## src/rtl/mem_arb_pkg.sv

```systemverilog
// Shared types and defaults for the two-port RAM arbiter.
// Port ids double as the round-robin pointer and the read-return tag.
package mem_arb_pkg;

  localparam int AW_DEF       = 12;
  localparam int DW_DEF       = 16;
  localparam int READ_LAT_MIN = 1;
  localparam int READ_LAT_MAX = 2;

  typedef enum logic {
    PORT_A = 1'b0,
    PORT_B = 1'b1
  } port_e;

  typedef struct packed {
    logic  vld;
    port_e port;
  } rd_tag_t;

endpackage

```

## src/rtl/mem_arbiter_if.sv

```systemverilog
// Bundle of both requester ports plus the RAM side of the arbiter.
// slave is the arbiter's view; master is the requesters-plus-RAM view.
interface mem_arbiter_if
  import mem_arb_pkg::*;
#(
  parameter int AW = AW_DEF,
  parameter int DW = DW_DEF
);

  logic          a_req;
  logic          a_we;
  logic          a_lock;
  logic [AW-1:0] a_addr;
  logic [DW-1:0] a_wdata;
  logic          a_gnt;
  logic          a_rvalid;
  logic [DW-1:0] a_rdata;

  logic          b_req;
  logic          b_we;
  logic [AW-1:0] b_addr;
  logic [DW-1:0] b_wdata;
  logic          b_gnt;
  logic          b_rvalid;
  logic [DW-1:0] b_rdata;

  logic [AW-1:0] m_addr;
  logic [DW-1:0] m_data;
  logic          m_wren;
  logic [DW-1:0] m_q;

  modport slave (
    input  a_req, a_we, a_lock, a_addr, a_wdata,
    output a_gnt, a_rvalid, a_rdata,
    input  b_req, b_we, b_addr, b_wdata,
    output b_gnt, b_rvalid, b_rdata,
    output m_addr, m_data, m_wren,
    input  m_q
  );

  modport master (
    output a_req, a_we, a_lock, a_addr, a_wdata,
    input  a_gnt, a_rvalid, a_rdata,
    output b_req, b_we, b_addr, b_wdata,
    input  b_gnt, b_rvalid, b_rdata,
    input  m_addr, m_data, m_wren,
    output m_q
  );

endinterface

```

## src/rtl/rd_tag_pipe.sv

```systemverilog
// Shift register of {valid, port} tags, DEPTH stages, aligned with RAM read latency.
// No backpressure: one tag enters every cycle; reset discards all in-flight tags.
module rd_tag_pipe
  import mem_arb_pkg::*;
#(
  parameter int DEPTH = 1
) (
  input  logic    clock,
  input  logic    reset,
  input  rd_tag_t in_tag,
  output rd_tag_t out_tag
);

  rd_tag_t stg_q [DEPTH];
  rd_tag_t stg_d [DEPTH];

  always_comb begin
    stg_d[0] = in_tag;
    for (int i = 1; i < DEPTH; i++) begin
      stg_d[i] = stg_q[i-1];
    end
  end

  always_ff @(posedge clock or posedge reset) begin
    if (reset) begin
      for (int i = 0; i < DEPTH; i++) begin
        stg_q[i] <= '0;
      end
    end else begin
      stg_q <= stg_d;
    end
  end

  assign out_tag = stg_q[DEPTH-1];

endmodule

```

## src/rtl/mem_arbiter.sv

```systemverilog
// Round-robin (with A lock) arbiter sharing one synchronous RAM between ports A and B.
// Grant and RAM controls are combinational; read data returns READ_LAT cycles after the grant edge.
module mem_arbiter
  import mem_arb_pkg::*;
#(
  parameter int AW       = AW_DEF,
  parameter int DW       = DW_DEF,
  parameter int READ_LAT = 1
) (
  input logic          clock,
  input logic          reset,
  mem_arbiter_if.slave bus
);

  localparam int LAT = (READ_LAT < READ_LAT_MIN) ? READ_LAT_MIN :
                       (READ_LAT > READ_LAT_MAX) ? READ_LAT_MAX : READ_LAT;

  port_e         ptr_q, ptr_d;
  logic          a_gnt, b_gnt;
  logic [AW-1:0] m_addr;
  logic [DW-1:0] m_data;
  logic          m_wren;
  rd_tag_t       tag_in, tag_out;
  logic          a_rvalid, b_rvalid;
  logic [DW-1:0] a_rdata_q, a_rdata_d;
  logic [DW-1:0] b_rdata_q, b_rdata_d;

  always_comb begin
    a_gnt  = bus.a_req & (~bus.b_req | (ptr_q == PORT_A));
    b_gnt  = bus.b_req & ~a_gnt;
    m_addr = '0;
    m_data = '0;
    m_wren = 1'b0;
    ptr_d  = ptr_q;
    tag_in = '0;
    if (a_gnt) begin
      m_addr      = bus.a_addr;
      m_data      = bus.a_wdata;
      m_wren      = bus.a_we;
      // A locked transfer keeps priority for A's next contested request
      ptr_d       = bus.a_lock ? PORT_A : PORT_B;
      tag_in.vld  = ~bus.a_we;
      tag_in.port = PORT_A;
    end else if (b_gnt) begin
      m_addr      = bus.b_addr;
      m_data      = bus.b_wdata;
      m_wren      = bus.b_we;
      ptr_d       = PORT_A;
      tag_in.vld  = ~bus.b_we;
      tag_in.port = PORT_B;
    end
  end

  always_ff @(posedge clock or posedge reset) begin
    if (reset) begin
      ptr_q <= PORT_A;
    end else begin
      ptr_q <= ptr_d;
    end
  end

  rd_tag_pipe #(
    .DEPTH (LAT)
  ) u_rd_tag_pipe (
    .clock   (clock),
    .reset   (reset),
    .in_tag  (tag_in),
    .out_tag (tag_out)
  );

  // Returned data passes straight through on the valid cycle and is held afterwards
  always_comb begin
    a_rvalid  = tag_out.vld & (tag_out.port == PORT_A);
    b_rvalid  = tag_out.vld & (tag_out.port == PORT_B);
    a_rdata_d = a_rvalid ? bus.m_q : a_rdata_q;
    b_rdata_d = b_rvalid ? bus.m_q : b_rdata_q;
  end

  always_ff @(posedge clock or posedge reset) begin
    if (reset) begin
      a_rdata_q <= '0;
      b_rdata_q <= '0;
    end else begin
      a_rdata_q <= a_rdata_d;
      b_rdata_q <= b_rdata_d;
    end
  end

  assign bus.a_gnt    = a_gnt;
  assign bus.b_gnt    = b_gnt;
  assign bus.m_addr   = m_addr;
  assign bus.m_data   = m_data;
  assign bus.m_wren   = m_wren;
  assign bus.a_rvalid = a_rvalid;
  assign bus.b_rvalid = b_rvalid;
  assign bus.a_rdata  = a_rdata_d;
  assign bus.b_rdata  = b_rdata_d;

endmodule

```

## src/flat_wrapper.sv

```systemverilog
// flat-port wrapper written by rule: the top's interface ports become plain ports
module mem_arbiter_flat import mem_arb_pkg::*;
#(
  parameter int AW       = AW_DEF,
  parameter int DW       = DW_DEF,
  parameter int READ_LAT = 1
)
  (clock, reset, bus_a_req, bus_a_we, bus_a_lock, bus_a_addr, bus_a_wdata, bus_a_gnt, bus_a_rvalid, bus_a_rdata, bus_b_req, bus_b_we, bus_b_addr, bus_b_wdata, bus_b_gnt, bus_b_rvalid, bus_b_rdata, bus_m_addr, bus_m_data, bus_m_wren, bus_m_q);
  mem_arbiter_if #(.AW(AW), .DW(DW)) bus_i ();
  input logic clock;
  input logic reset;
  input wire logic [$bits(bus_i.a_req)-1:0] bus_a_req;
  input wire logic [$bits(bus_i.a_we)-1:0] bus_a_we;
  input wire logic [$bits(bus_i.a_lock)-1:0] bus_a_lock;
  input wire logic [$bits(bus_i.a_addr)-1:0] bus_a_addr;
  input wire logic [$bits(bus_i.a_wdata)-1:0] bus_a_wdata;
  output wire logic [$bits(bus_i.a_gnt)-1:0] bus_a_gnt;
  output wire logic [$bits(bus_i.a_rvalid)-1:0] bus_a_rvalid;
  output wire logic [$bits(bus_i.a_rdata)-1:0] bus_a_rdata;
  input wire logic [$bits(bus_i.b_req)-1:0] bus_b_req;
  input wire logic [$bits(bus_i.b_we)-1:0] bus_b_we;
  input wire logic [$bits(bus_i.b_addr)-1:0] bus_b_addr;
  input wire logic [$bits(bus_i.b_wdata)-1:0] bus_b_wdata;
  output wire logic [$bits(bus_i.b_gnt)-1:0] bus_b_gnt;
  output wire logic [$bits(bus_i.b_rvalid)-1:0] bus_b_rvalid;
  output wire logic [$bits(bus_i.b_rdata)-1:0] bus_b_rdata;
  output wire logic [$bits(bus_i.m_addr)-1:0] bus_m_addr;
  output wire logic [$bits(bus_i.m_data)-1:0] bus_m_data;
  output wire logic [$bits(bus_i.m_wren)-1:0] bus_m_wren;
  input wire logic [$bits(bus_i.m_q)-1:0] bus_m_q;
  assign bus_i.a_req = bus_a_req;
  assign bus_i.a_we = bus_a_we;
  assign bus_i.a_lock = bus_a_lock;
  assign bus_i.a_addr = bus_a_addr;
  assign bus_i.a_wdata = bus_a_wdata;
  assign bus_a_gnt = bus_i.a_gnt;
  assign bus_a_rvalid = bus_i.a_rvalid;
  assign bus_a_rdata = bus_i.a_rdata;
  assign bus_i.b_req = bus_b_req;
  assign bus_i.b_we = bus_b_we;
  assign bus_i.b_addr = bus_b_addr;
  assign bus_i.b_wdata = bus_b_wdata;
  assign bus_b_gnt = bus_i.b_gnt;
  assign bus_b_rvalid = bus_i.b_rvalid;
  assign bus_b_rdata = bus_i.b_rdata;
  assign bus_m_addr = bus_i.m_addr;
  assign bus_m_data = bus_i.m_data;
  assign bus_m_wren = bus_i.m_wren;
  assign bus_i.m_q = bus_m_q;
  mem_arbiter #(.AW(AW), .DW(DW), .READ_LAT(READ_LAT)) u_core (.clock(clock), .reset(reset), .bus(bus_i));
endmodule
```

## config.mk

```make
export PLATFORM = sky130hd
export DESIGN_NAME = mem_arbiter_flat
export DESIGN_NICKNAME = d
export VERILOG_FILES = /design/src/rtl/mem_arb_pkg.sv /design/src/rtl/mem_arbiter_if.sv /design/src/rtl/rd_tag_pipe.sv /design/src/rtl/mem_arbiter.sv /design/src/flat_wrapper.sv
export SDC_FILE = /design/constraint.sdc
export NUM_CORES = 1
export LEC_CHECK = 0
export ABC_CLOCK_PERIOD_IN_PS = 4200
export CAP_MARGIN = 0
export CORE_MARGIN = 2
export CORE_UTILIZATION = 34
export CTS_BUF_LIST = sky130_fd_sc_hd__clkbuf_16
export CTS_CLUSTER_SIZE = 16
export DETAILED_ROUTE_END_ITERATION = 8
export GPL_TIMING_DRIVEN = 0
export PLACE_DENSITY = 0.85
export RECOVER_POWER = 50
export SYNTH_ARGS = -nofsm -noshare
export SYNTH_HDL_FRONTEND = slang
export SYNTH_SLANG_ARGS = --single-unit
```

## constraint.sdc

```tcl
create_clock -name clock -period 4.2 [get_ports clock]
set_input_delay 1.26 -clock clock [delete_from_list [all_inputs] [get_ports clock]]
set_output_delay 1.26 -clock clock [all_outputs]
set_load 0.005 [all_outputs]
```

==> results of run 1 <==
-- area by class of cell --
class                   count  area, um2  share of cell area
plain buffers              13       88.8              0.0263
multi-input cells          70        729               0.216
repair buffers            142       1420               0.420
flip-flops and latches     35        876               0.259
clock inverters             3       43.8              0.0129
inverters                   4       15.0             0.00444
clock buffers               5        125              0.0370
well taps                  67       83.8              0.0248
-- flip-flops by register name, summed over array words and instances (netlist names) --
register / cells
u_core.a_rdata_q: 16
u_core.b_rdata_q: 16
u_core.ptr_q: 1
u_core.u_rd_tag_pipe.out_tag: 2
-- cell usage after synthesis --
cell type,instances
sky130_fd_sc_hd__a32o_1,30
sky130_fd_sc_hd__nand2_2,1
sky130_fd_sc_hd__inv_1,4
sky130_fd_sc_hd__dfrtp_1,35
sky130_fd_sc_hd__and2_1,1
sky130_fd_sc_hd__clkbuf_2,1
sky130_fd_sc_hd__nand2b_1,1
sky130_fd_sc_hd__buf_2,7
sky130_fd_sc_hd__o211a_1,1
sky130_fd_sc_hd__buf_6,3
sky130_fd_sc_hd__nor2b_4,1
sky130_fd_sc_hd__a21boi_2,1
sky130_fd_sc_hd__nand2_1,2
sky130_fd_sc_hd__mux2_2,32
sky130_fd_sc_hd__clkbuf_1,2
-- power by group through the flow --
stage / Combinational, uW / Clock (uW) / Sequential [uW]
after floorplan: 189 / 0 / 442
after global placement: 511 / 0 / 445
after detailed placement: 519 / 0 / 450
after CTS: 524 / 424 / 446
after global routing: 557 / 437 / 454
final: 517 / 411 / 445
-- logic make-up (layout without fill, tap and decap cells) --
kind of cell	count (synthesis)	in the layout
DFF	35	35
and+or+nand+nor	6	6
muxes	32	32
buffers and inverters	17	167
AOI/OAI and AO/OA	32	32
-- path summary, 6_finish.rpt --
check	start	to	slack, ps	depth (start not counted)
min reg2reg	u_core.a_rdata_q[12]$_DFF_PP0_	u_core.a_rdata_q[12]$_DFF_PP0_	490	1
min in group asynchronous	reset	u_core.b_rdata_q[14]$_DFF_PP0_	1420	2
min	u_core.a_rdata_q[12]$_DFF_PP0_	u_core.a_rdata_q[12]$_DFF_PP0_	490	1
max in group asynchronous	reset	u_core.a_rdata_q[12]$_DFF_PP0_	2330	2
max reg2reg	u_core.u_rd_tag_pipe.out_tag[0]$_DFF_PP0_	u_core.a_rdata_q[9]$_DFF_PP0_	2870	4
max	bus_a_req	bus_m_data[5]	60	5
-- per-stage QoR --
stage | instance area (um2) | util | instances | setup slack (ps) | power, uW
after floorplan | 1690 | - | 122 | 1040 | 631
after global placement | 3200 | 0.673 | 331 | -0.262 | 956
after detailed placement | 3200 | 0.673 | 331 | -9.06 | 969
after CTS | 3380 | 0.710 | 339 | 15.7 | 1390
after global routing | 3380 | 0.712 | 339 | -5.57 | 1450
final | 3380 | 0.712 | 339 | 58.2 | 1370
-- cell usage in the layout, fill, tap and decap left out --
cell type                           n
sky130_fd_sc_hd__and2_1             1
sky130_fd_sc_hd__inv_1              3
sky130_fd_sc_hd__clkinv_2           1
sky130_fd_sc_hd__clkbuf_2           1
sky130_fd_sc_hd__o211a_1            1
sky130_fd_sc_hd__a21boi_4           1
sky130_fd_sc_hd__buf_6              3
sky130_fd_sc_hd__buf_4              3
sky130_fd_sc_hd__a32o_1            30
sky130_fd_sc_hd__buf_2              4
sky130_fd_sc_hd__mux2_2            32
sky130_fd_sc_hd__nand2_1            2
sky130_fd_sc_hd__nand2_2            1
sky130_fd_sc_hd__nor2b_4            1
sky130_fd_sc_hd__dlygate4sd3_1      1
sky130_fd_sc_hd__nand2b_1           1
sky130_fd_sc_hd__inv_2              1
sky130_fd_sc_hd__bufinv_16          1
sky130_fd_sc_hd__clkbuf_16          5
sky130_fd_sc_hd__clkdlybuf4s50_1  141
sky130_fd_sc_hd__dfrtp_1           35
sky130_fd_sc_hd__clkbuf_1           2
sky130_fd_sc_hd__clkinv_4           1
-- layer usage --
layer | share of wire | up-vias | track usage | wire length [um]
met2 | 0.51 | 94 | 0.372 | 2840
met1 | 0.36 | 789 | 0.198 | 2010
li1 | - | 776 | - | -
met5 | 0 | - | 0 | 0
met4 | 0.021 | 0 | 0.0734 | 115
met3 | 0.11 | 8 | 0.0732 | 597
-- timing repair --
item | 4_1_cts | 5_1_grt
setup buffers | 0 | 0
gates resized for setup | 3 | 1
setup endpoints to repair | 10 | 17
-- worst max-delay path: stages --
cell                              delay, ps
sky130_fd_sc_hd__clkdlybuf4s50_1        530
sky130_fd_sc_hd__a21boi_4               230
sky130_fd_sc_hd__buf_4                  200
sky130_fd_sc_hd__a32o_1                 130
sky130_fd_sc_hd__clkdlybuf4s50_1        530
==> run summary, run 1 <==
The flow ran to the end, and the final reports show no timing, DRC or antenna violations. Pin placement for this block handled 144 I/O pins. In the routed layout, each cell is associated on average with a via count of 4.92.

The tightest hold path in the finished design has a slack of 490 ps. For the maximum buffer depth of the clock tree, the log shows 2. The pin count of the biggest net entering global routing is 36, and the final-layout fill cell count is 351. In this run the remaining antenna-violating nets after routing total 0. The post-synthesis compound-gate area fraction was 0.190; the number of nets in the layout was 350.

Setup repair after global routing could not meet its margin everywhere. The tools report the kind of start point of the critical path as an input pin. Post-synthesis xor/xnor area fraction: 0. The die boundary height is 74.6 um, and the required time at the worst-slack endpoint is 2940 ps.

Across the routed clock network, the largest skew measured is 5.42 ps. For the final hold violation count, the log shows 0. Summed over all nets, the switching power comes to 320 uW. After the first detailed-routing iteration, the DRC count stood at 38. Input and output buffers added on the ports amount to 142.

TritonCTS built the clock tree. The average instance in the mapped netlist occupies 13.9 um2. IR analysis of the VDD net gives a maximum drop of 193 uV. The cell area after synthesis was 1690 um2.

CTS placed an instance of sky130_fd_sc_hd__clkbuf_16 at the clock tree root. Summed over all nets, the half-perimeter wirelength after detailed placement is 4470 um. The synthesized netlist contains 15 unique library cells. The core outline area is 4750 um2. The final critical path time including I/O delays and setup works out to 4140 ps.

The effective utilization at floorplan was 0.356. After synthesis, the cell types taking the most area are sky130_fd_sc_hd__dfrtp_1 (52%), sky130_fd_sc_hd__mux2_2 (21%), sky130_fd_sc_hd__a32o_1 (18%), sky130_fd_sc_hd__buf_2 (2.1%), sky130_fd_sc_hd__buf_6 (2.0%). At the worst endpoint, the arrival time is 2880 ps.

The number of hold-repair buffers added at the cts stage was 0; the number of warnings reported in the yosys synthesis log was 0. The logs give 0.299 for the part of the total power dissipated in the clock network and 0 for the number of max-cap violations. Clock-pin slew was measured on the worst setup and hold paths at 50 ps. For the initial antenna violation count, the log shows 0.

The first global-routing pass estimated 8180 um of wire. Horizontal die dimension: 74.6 um. The area share of the largest cell type after synthesis is 0.517, and the achievable frequency is 0.241 GHz. Along the worst path, the maximum fanout reaches 10. The transition time at the pin with the least slew margin came out at 702 ps. Setup violations remaining at the end of the flow were counted as 0. Multiplexer share of the synthesized area: 0.213. The number of antenna diodes in the final layout is 0. The worst setup path is captured at an output pin.

From synthesis to final layout, the design area changed by 99.7%. Deepest level of the CTS H-tree: 2. For the final max-slew violation count, the log shows 0.

Of all cell types, the one taking the most synthesized area is sky130_fd_sc_hd__dfrtp_1. The area share of fa/ha/maj cells after synthesis works out to 0. The floorplan step defined a die boundary enclosing 5560 um2. The clock reaches the later pin of the worst-skew pair after 270 ps. The simple-gate area share of the yosys netlist came out at 0.0236. The final layout contains routed wiring with a total length of 5560 um. The floorplan has 25 rows. Before antenna repair, the detailed router went through 4 iterations.

The final cycle utilization of the critical path works out to 0.986. The tools report the combinational power share as 0.377. The net switching share of the total power works out to 0.233. Synthesis produced a netlist whose cell count is 122.

Sequential area share after synthesis: 0.517. Dividing total power by cell area gives a power density of 406 nW/um2. The run gives 0.198 as the total routing resource utilization after global routing. The internal power is 1050 uW, and the number of storage elements in the synthesis netlist is 35. At the end of routability-driven placement, the weighted congestion stood at 0.761. After synthesis, the largest family of logic cells by area is multiplexers. The tools report the number of design rule violations left after detail routing as 0. In this run the worst hold path is classified as register to register. The clock net in this run drives a total of 35 sinks. Synthesis produced a netlist with a net count of 201. The run gives 0.324 as the sequential share of power. The routed wire length per instance came out at 16.4 um.

The critical path start-end classification is input pin to output pin. For the summed negative setup slack over all endpoints, the log shows 0 ps. Counting the buffers created by CTS gives 5. The logs give 0.531 for the worst slew margin relative to its limit and 0.00135 uW for the leakage power of the design. The proportion of layout cells with a drive suffix above 1 is 0.202.

The final route contains 1,667 vias. The logs give 0 for the remaining global-route overflow and 1,732 for the via count of the first global-routing pass.
Power figures use the tool's default switching activity.
==> run 2, diff against run 1 <==
- CORE_AREA: not set -> 2 2 56 58
- CORE_MARGIN: 2 -> not set
- CORE_UTILIZATION: 34 -> not set
- DIE_AREA: not set -> 0 0 58 60
- DONT_BUFFER_PORTS: not set -> 1
- MAX_ROUTING_LAYER: not set -> met4
- PLACE_DENSITY: 0.85 -> 0.75
==> run 2 against run 1 <==
Effect of this change: power decreased by 23%; clock power barely moved; sequential cell count stayed put; wire length is 27% lower; final cell count decreased by 52%; critical path type unchanged; largest power group is now sequential cells; highest routed layer unchanged.
==> run summary, run 2 (synthesis results as in run 1) <==
The flow ran to the end, and the final reports show no timing, DRC or antenna violations. The clock-pin slew on the worst setup and hold paths was 50 ps (about the same). The boundary pin count was 144 (unchanged); the proportion of layout cells with a drive suffix above 1 was 0.168 (-0.0343). Compared with the post-synthesis result, the final layout area differs by 12.6%.

The tree is rooted in a sky130_fd_sc_hd__clkbuf_16. The run gives 35 (unchanged) as the number of clock sinks. The remaining global-route overflow was 0 (unchanged); the total via count after detailed routing was 1,172 (-30%). The worst vdd rail ir drop is 437 uV (+130%).

The tools report the pin count of the biggest net entering global routing as 36 (unchanged). The tools report the routability congestion estimate as 0.833 (+9.4%). The final hold violation count was 0 (unchanged).

Post-route core utilization: 0.657 (-0.0543). The die area was 3480 um2 (-37%); the deepest level of the CTS H-tree was 2 (unchanged). The logs give 270 ps (about the same) for the clock latency of the later-clocked register in the worst-skew pair and 0 (unchanged) for the number of design rule violations left after detail routing.

The HPWL after detailed placement was 3300 um (-26%); the final cycle utilization of the critical path was 0.791 (-0.195). The routed wire length per instance came out at 24.7 um (+50%). End of the worst register-to-register path: u_core.a_rdata_q[7]$_DFF_PP0_. The count of antenna-violating nets left after detailed routing was 0 (unchanged). The number of placement rows is 20 (-20%), and the final critical path time including I/O delays and setup is 3320 ps (-819 ps).

Nature of the critical path endpoint: an output pin. The run gives 0.276 (+0.0781) as the met1 usage in global routing. The worst register-to-register path begins at u_core.u_rd_tag_pipe.out_tag[0]$_DFF_PP0_.

The number of I/O port buffers was 0 (-100%). The number of cells upsized or downsized after cts is 0 (-3). STA classifies the critical path startpoint as an input pin. The library cells used most frequently in the layout, excluding fill and tap cells, are sky130_fd_sc_hd__dfrtp_1 (35), sky130_fd_sc_hd__mux2_1 (32), sky130_fd_sc_hd__a32o_1 (30). For the area occupied by registers, the log shows 876 um2 (unchanged). The transition time at the pin with the least slew margin works out to 1080 ps (+381 ps). In this run the worst setup path begins at bus_b_req. The largest fanout on the critical path was 10 (unchanged); the final max-slew violation count was 0 (unchanged).

The required time at the worst-slack endpoint was 2940 ps (about the same). The met2 track utilization from global routing came out at 0.373 (+0.00170). The run gives 1060 uW (-23%) as the final total power.

The worst-case hold slack came out at 511 ps (+20.5 ps). The logs give 0 (unchanged) for the initial antenna violation count and 0 (unchanged) for the antenna diode instance count. For the global-route met3 utilization, the log shows 0.0801 (+0.00692).

TritonCTS built the clock tree. Setup repair after global routing left no endpoint under its margin. For the maximum buffer depth of the clock tree, the log shows 2 (unchanged). Number of hold-repair buffers added at the cts stage: 0 (unchanged). The total routing resource utilization after global routing was 0.238 (+0.0394). The wire length after detailed routing was 4050 um (-27%); the worst slew margin relative to its limit was 0.278 (-0.254). The worst hold-check path type is register to register. The depth of the most critical reg-to-reg path is 4 (unchanged). The horizontal die dimension was 58 um (-22%). The first-pass detailed-route iteration total is 4 (unchanged), and the summed negative setup slack over all endpoints is 0 ps (unchanged). The cell area power density is 554 nW/um2 (+37%), and the post-route cell area is 1910 um2 (-44%).

The leakage power of the design was 0.000795 uW (-41%). The run gives 2860 ps (about the same) as the setup slack on the worst flop-to-flop path. For the cell area after placement, the log shows 1740 um2 (-46%). Core outline area: 2900 um2 (-39%). The TritonCTS buffer count was 5 (unchanged); the number of buffers inserted to repair setup after CTS was 0 (unchanged). The area occupied by multi-input gates was 722 um2 (-1.0%). Total of endpoints with negative setup slack in the final report: 0 (unchanged). Layer with the highest usage after global routing: met2. The critical path ends at bus_m_wren.

Arrival time of the worst setup path: 2060 ps (-820 ps). The die boundary height was 60 um (-20%); the final setup skew was 3.03 ps (-2.39 ps). The first-pass GRT wire length was 5720 um (-30%); the number of max-cap violations was 0 (unchanged). The final-layout fill cell count was 230 (-34%). The library cell used most frequently in the layout, excluding fill and tap cells, is sky130_fd_sc_hd__dfrtp_1.

The via density per instance works out to 7.15 (+45%). Critical path start-end classification: input pin to output pin. The via count of the first global-routing pass was 1,100 (-36%); the achievable frequency was 0.301 GHz (+25%). For the number of design-rule violations left by the first detailed-router iteration, the log shows 46 (+21%). The number of nets in the layout is 209 (-40%), and the effective utilization at floorplan is 0.584 (+0.227).
## run 2: cell types whose count changed in the layout (fill, tap and decap cells not counted), moves of 3 or more
cell                              change
sky130_fd_sc_hd__buf_4                -3
sky130_fd_sc_hd__mux2_2              -32
sky130_fd_sc_hd__mux2_1              +32
sky130_fd_sc_hd__buf_2                +3
sky130_fd_sc_hd__clkdlybuf4s50_1    -141
## run 2: per-stage QoR
| stage | std cells | setup WS [ps] |
|---|---|---|
| 2_1_floorplan | 122 | 1040 |
| 3_5_place_dp | 155 | 898 |
| 6_report | 164 | 877 |
| 4_1_cts | 163 | 897 |
| 5_1_grt | 164 | 815 |
| 3_3_place_gp | 155 | 914 |
## run 2: cell type report
class,instances,area share
Sequential cell,35,0.459
Multi-Input combinational cell,70,0.378
Clock buffer,5,0.0656
Buffer,13,0.0426
Clock inverter,3,0.0230
Tap cell,33,0.0216
Inverter,4,0.00787
Timing Repair Buffer,1,0.00197
## run 2: power by group
group          total [uW]  switching (uW)  internal [uW]
Sequential            445            23.2            422
Clock                 408             129            279
Combinational         204             119           85.4
## run 2: how the worst min path moves through the flow
stage / start / end / slack, ps / depth (start not counted)
6_report: u_core.a_rdata_q[4]$_DFF_PP0_ / u_core.a_rdata_q[4]$_DFF_PP0_ / 510 / 1
5_1_grt: u_core.a_rdata_q[4]$_DFF_PP0_ / u_core.a_rdata_q[4]$_DFF_PP0_ / 520 / 1
4_1_cts: u_core.b_rdata_q[8]$_DFF_PP0_ / u_core.b_rdata_q[8]$_DFF_PP0_ / 510 / 1
3_5_place_dp: u_core.b_rdata_q[8]$_DFF_PP0_ / u_core.b_rdata_q[8]$_DFF_PP0_ / 500 / 1
3_3_place_gp: u_core.b_rdata_q[11]$_DFF_PP0_ / u_core.b_rdata_q[11]$_DFF_PP0_ / 500 / 1
2_1_floorplan: u_core.b_rdata_q[10]$_DFF_PP0_ / u_core.b_rdata_q[10]$_DFF_PP0_ / 480 / 1
## run 2: layer usage
layer,share of wire,wire [um]
met5,0,0
met4,0.023,94
met3,0.098,396
met2,0.53,2150
met1,0.35,1410
## run 2: worst max-delay path: stages
cell and delay [ps]:
sky130_fd_sc_hd__clkbuf_2 130, sky130_fd_sc_hd__a21boi_2 200, sky130_fd_sc_hd__buf_2 240, sky130_fd_sc_hd__a32o_1 230
==> run 3, diff against run 2 <==
- ABC_CLOCK_PERIOD_IN_PS: 4200 -> 3400
- CORE_AREA: 2 2 56 58 -> not set
- CORE_MARGIN: not set -> 2
- CORE_UTILIZATION: not set -> 61
- DIE_AREA: 0 0 58 60 -> not set
- PLACE_DENSITY: 0.75 -> 0.77
- clock period: 4.2 -> 3.4 ns (I/O delays scaled with it)
==> run 3 against run 2 <==
Effect of this change: count of clock-buffer cells in the layout unchanged; global-route usage grew 3.6 points; sequential share of layout area rose by 1.4 points; register-to-register slack lost 1200 ps; non-clock buffer count stayed put; first-iteration DRC count is 120% higher; setup slack got worse by 360 ps.
==> run summary, run 3 (synthesis results as in run 1) <==
The die area came out at 3210 um2 (-7.6%). The tools report the core outline area as 2690 um2 (-7.5%). The library cell used most frequently in the layout, excluding fill and tap cells, is sky130_fd_sc_hd__dfrtp_1. Final cycle utilization of the critical path: 0.848.

The net switching power was 323 uW (+19%); the effective utilization at floorplan was 0.631 (+0.0470). Cell area power density: 655 nW/um2 (+18%). The horizontal die dimension is 56.7 um (-2.2%), and the proportion of layout cells with a drive suffix above 1 is 0.162 (-0.00640). The net switching share of the total power works out to 0.266 (+0.0104). TritonCTS built the clock tree.

The routed wire length per instance is 25.9 um (+4.9%). The cell area after placement is 1730 um2 (-0.14%). The tools report the count of antenna-violating nets left after detailed routing as 0 (unchanged).

Leaving out fill and tap cells, the most frequent cells in the layout are sky130_fd_sc_hd__dfrtp_1 (35), sky130_fd_sc_hd__a32o_1 (30), sky130_fd_sc_hd__mux2_1 (28). The run finished with clean final reports. The via count of the first global-routing pass is 1,167 (+6.1%). The run gives 19 (-5.0%) as the number of placement rows.

The depth of the most critical reg-to-reg path works out to 3 (-1). The clock root buffer was sky130_fd_sc_hd__clkbuf_16. The number of I/O port buffers was 0 (unchanged).

The final critical path time including I/O delays and setup is 2880 ps, and the deepest level of the CTS H-tree is 2 (unchanged). The worst vdd rail ir drop was 616 uV (+41%); the number of clock sinks was 35 (unchanged). The tools report the combinational power share as 0.212 (+0.019). The tools report the final hold violation count as 0 (unchanged). The post-route cell area was 1850 um2 (-2.9%); the final total power was 1210 uW (+15%).

Transition time at the pin with the least slew margin: 1370 ps (+288 ps). The die boundary height is 56.7 um (-5.5%). The tools report the nature of the critical path endpoint as an output pin. Setup repair after global routing left no endpoint under its margin. Derived from the worst setup path, the maximum achievable clock frequency is 0.347 GHz. The critical register-to-register path startpoint is u_core.u_rd_tag_pipe.out_tag[0]$_DFF_PP0_. The HPWL after detailed placement was 3320 um (+0.81%); the TritonCTS buffer count was 5 (unchanged). The number of design-rule violations left by the first detailed-router iteration was 103 (+120%). The routability congestion estimate is 0.975 (+17%), and the worst-case hold slack is 509 ps (-1.63 ps).

The via density per instance came out at 7.30 (+2.2%). The number of buffers inserted to repair setup after CTS was 0 (unchanged); the number of cells upsized or downsized after cts was 0 (unchanged). The number of nets in the layout is 209 (unchanged), and the number of hold-repair buffers added at the cts stage is 0 (unchanged). The worst register-to-register path ends at u_core.b_rdata_q[10]$_DFF_PP0_. The run gives 517 ps (-360 ps) as the smallest setup slack after layout. The worst slew margin relative to its limit came out at 0.0859 (-0.192).

The initial antenna violation count was 0 (unchanged); the boundary pin count was 144 (unchanged). In this run the most critical hold path is launched from u_core.a_rdata_q[8]$_DFF_PP0_. The setup slack on the worst flop-to-flop path was 1670 ps (-1190 ps). The first-pass detailed-route iteration total was 4 (unchanged); the clock latency of the later-clocked register in the worst-skew pair was 270 ps (about the same). The sequential share of power was 0.454 (+0.033); the wire length after detailed routing was 4170 um (+3.0%). The remaining global-route overflow was 0 (unchanged).

The worst slack at placement is 553 ps (-345 ps), and the total via count after detailed routing is 1,176 (+0.34%). The final max-slew violation count was 0 (unchanged). The run gives 6190 um (+8.2%) as the first-pass GRT wire length. The area growth from synthesis to layout is 9.38%.

The part of the total power dissipated in the clock network was 0.334 (-0.052); the summed negative setup slack over all endpoints was 0 ps (unchanged). The clock-pin slew on the worst setup and hold paths is 50 ps (about the same), and the leakage power of the design is 0.000767 uW (-3.4%). The worst hold path depth works out to 1 (unchanged).

For the antenna diode instance count, the log shows 0 (unchanged). The required time at the worst-slack endpoint is 2380 ps (-560 ps). Largest fanout on the critical path: 10 (unchanged).

The min-delay analysis places its worst path in the category register to register. The worst setup path is launched from a register. The maximum buffer depth of the clock tree was 2 (unchanged); the number of max-cap violations was 0 (unchanged). The number of design rule violations left after detail routing is 0 (unchanged). Pin count of the biggest net entering global routing: 36 (unchanged). The critical path is of the register to output pin type.

The worst hold path terminates at u_core.a_rdata_q[8]$_DFF_PP0_. The logs give 1860 ps (-200 ps) for the arrival time of the worst setup path and 3.57 ps (+0.543 ps) for the final setup skew. The logs give 0 (unchanged) for the total of endpoints with negative setup slack in the final report and 0.273 (+0.0358) for the total routing resource utilization after global routing. The internal power is 890 uW (+13%).
==> run 3: cell count changes in the layout (fill, tap and decap cells not counted) <==
cell	change
sky130_fd_sc_hd__nand2_2	-1
sky130_fd_sc_hd__clkinv_1	+1
sky130_fd_sc_hd__clkinv_4	-1
sky130_fd_sc_hd__clkbuf_1	+2
sky130_fd_sc_hd__buf_6	-2
sky130_fd_sc_hd__nand2_1	+1
sky130_fd_sc_hd__bufinv_16	-1
sky130_fd_sc_hd__mux2_2	+4
sky130_fd_sc_hd__mux2_1	-4
==> run 3: critical path, stage by stage, from the launching register on <==
cell	delay (ps)
sky130_fd_sc_hd__dfrtp_1	410
sky130_fd_sc_hd__nand2_1	300
sky130_fd_sc_hd__clkbuf_1	460
sky130_fd_sc_hd__mux2_1	430
==> run 3: routing by layer <==
layer | vias up | GRT usage | wire, um | part of all wire
li1 | 497 | - | - | -
met1 | 577 | 0.308 | 1470 | 0.35
met2 | 90 | 0.409 | 2000 | 0.48
met3 | 12 | 0.136 | 616 | 0.15
met4 | 0 | 0.122 | 82 | 0.020
met5 | - | - | 0 | 0
==> run 3: power groups by stage <==
| stage | logic [uW] | registers (uW) | clock network [uW] |
|---|---|---|---|
| after floorplan | 233 | 546 | 0 |
| after global placement | 274 | 550 | 0 |
| after detailed placement | 285 | 559 | 0 |
| after CTS | 286 | 553 | 416 |
| after global routing | 283 | 559 | 431 |
| final | 257 | 551 | 405 |
==> run 3: layout make-up <==
cell class | count | area [um2]
sequential | 35 | 876
buffer | 13 | 66.3
multi-input combinational | 70 | 719
clock inverter | 2 | 8.76
tap | 31 | 38.8
inverter | 4 | 15.0
timing repair buffer | 1 | 3.75
clock buffer | 5 | 125
fill | 188 | 833
==> run 3: metrics by stage <==
stage | std cells | utilization
2_1_floorplan | 122 | -
3_3_place_gp | 153 | 0.645
3_5_place_dp | 153 | 0.645
4_1_cts | 160 | 0.695
5_1_grt | 161 | 0.690
6_report | 161 | 0.690
==> run 3: worst max path at each step <==
stage	startpoint	endpoint	slack (ps)
global placement	bus_b_req	bus_m_addr[5]	600
finish	u_core.u_rd_tag_pipe.out_tag[0]$_DFF_PP0_	bus_b_rdata[10]	520
global route	u_core.u_rd_tag_pipe.out_tag[0]$_DFF_PP0_	bus_b_rdata[13]	400
floorplan	bus_b_req	bus_m_addr[1]	720
detailed placement	bus_b_req	bus_m_addr[5]	550
CTS	bus_b_req	bus_m_addr[5]	550
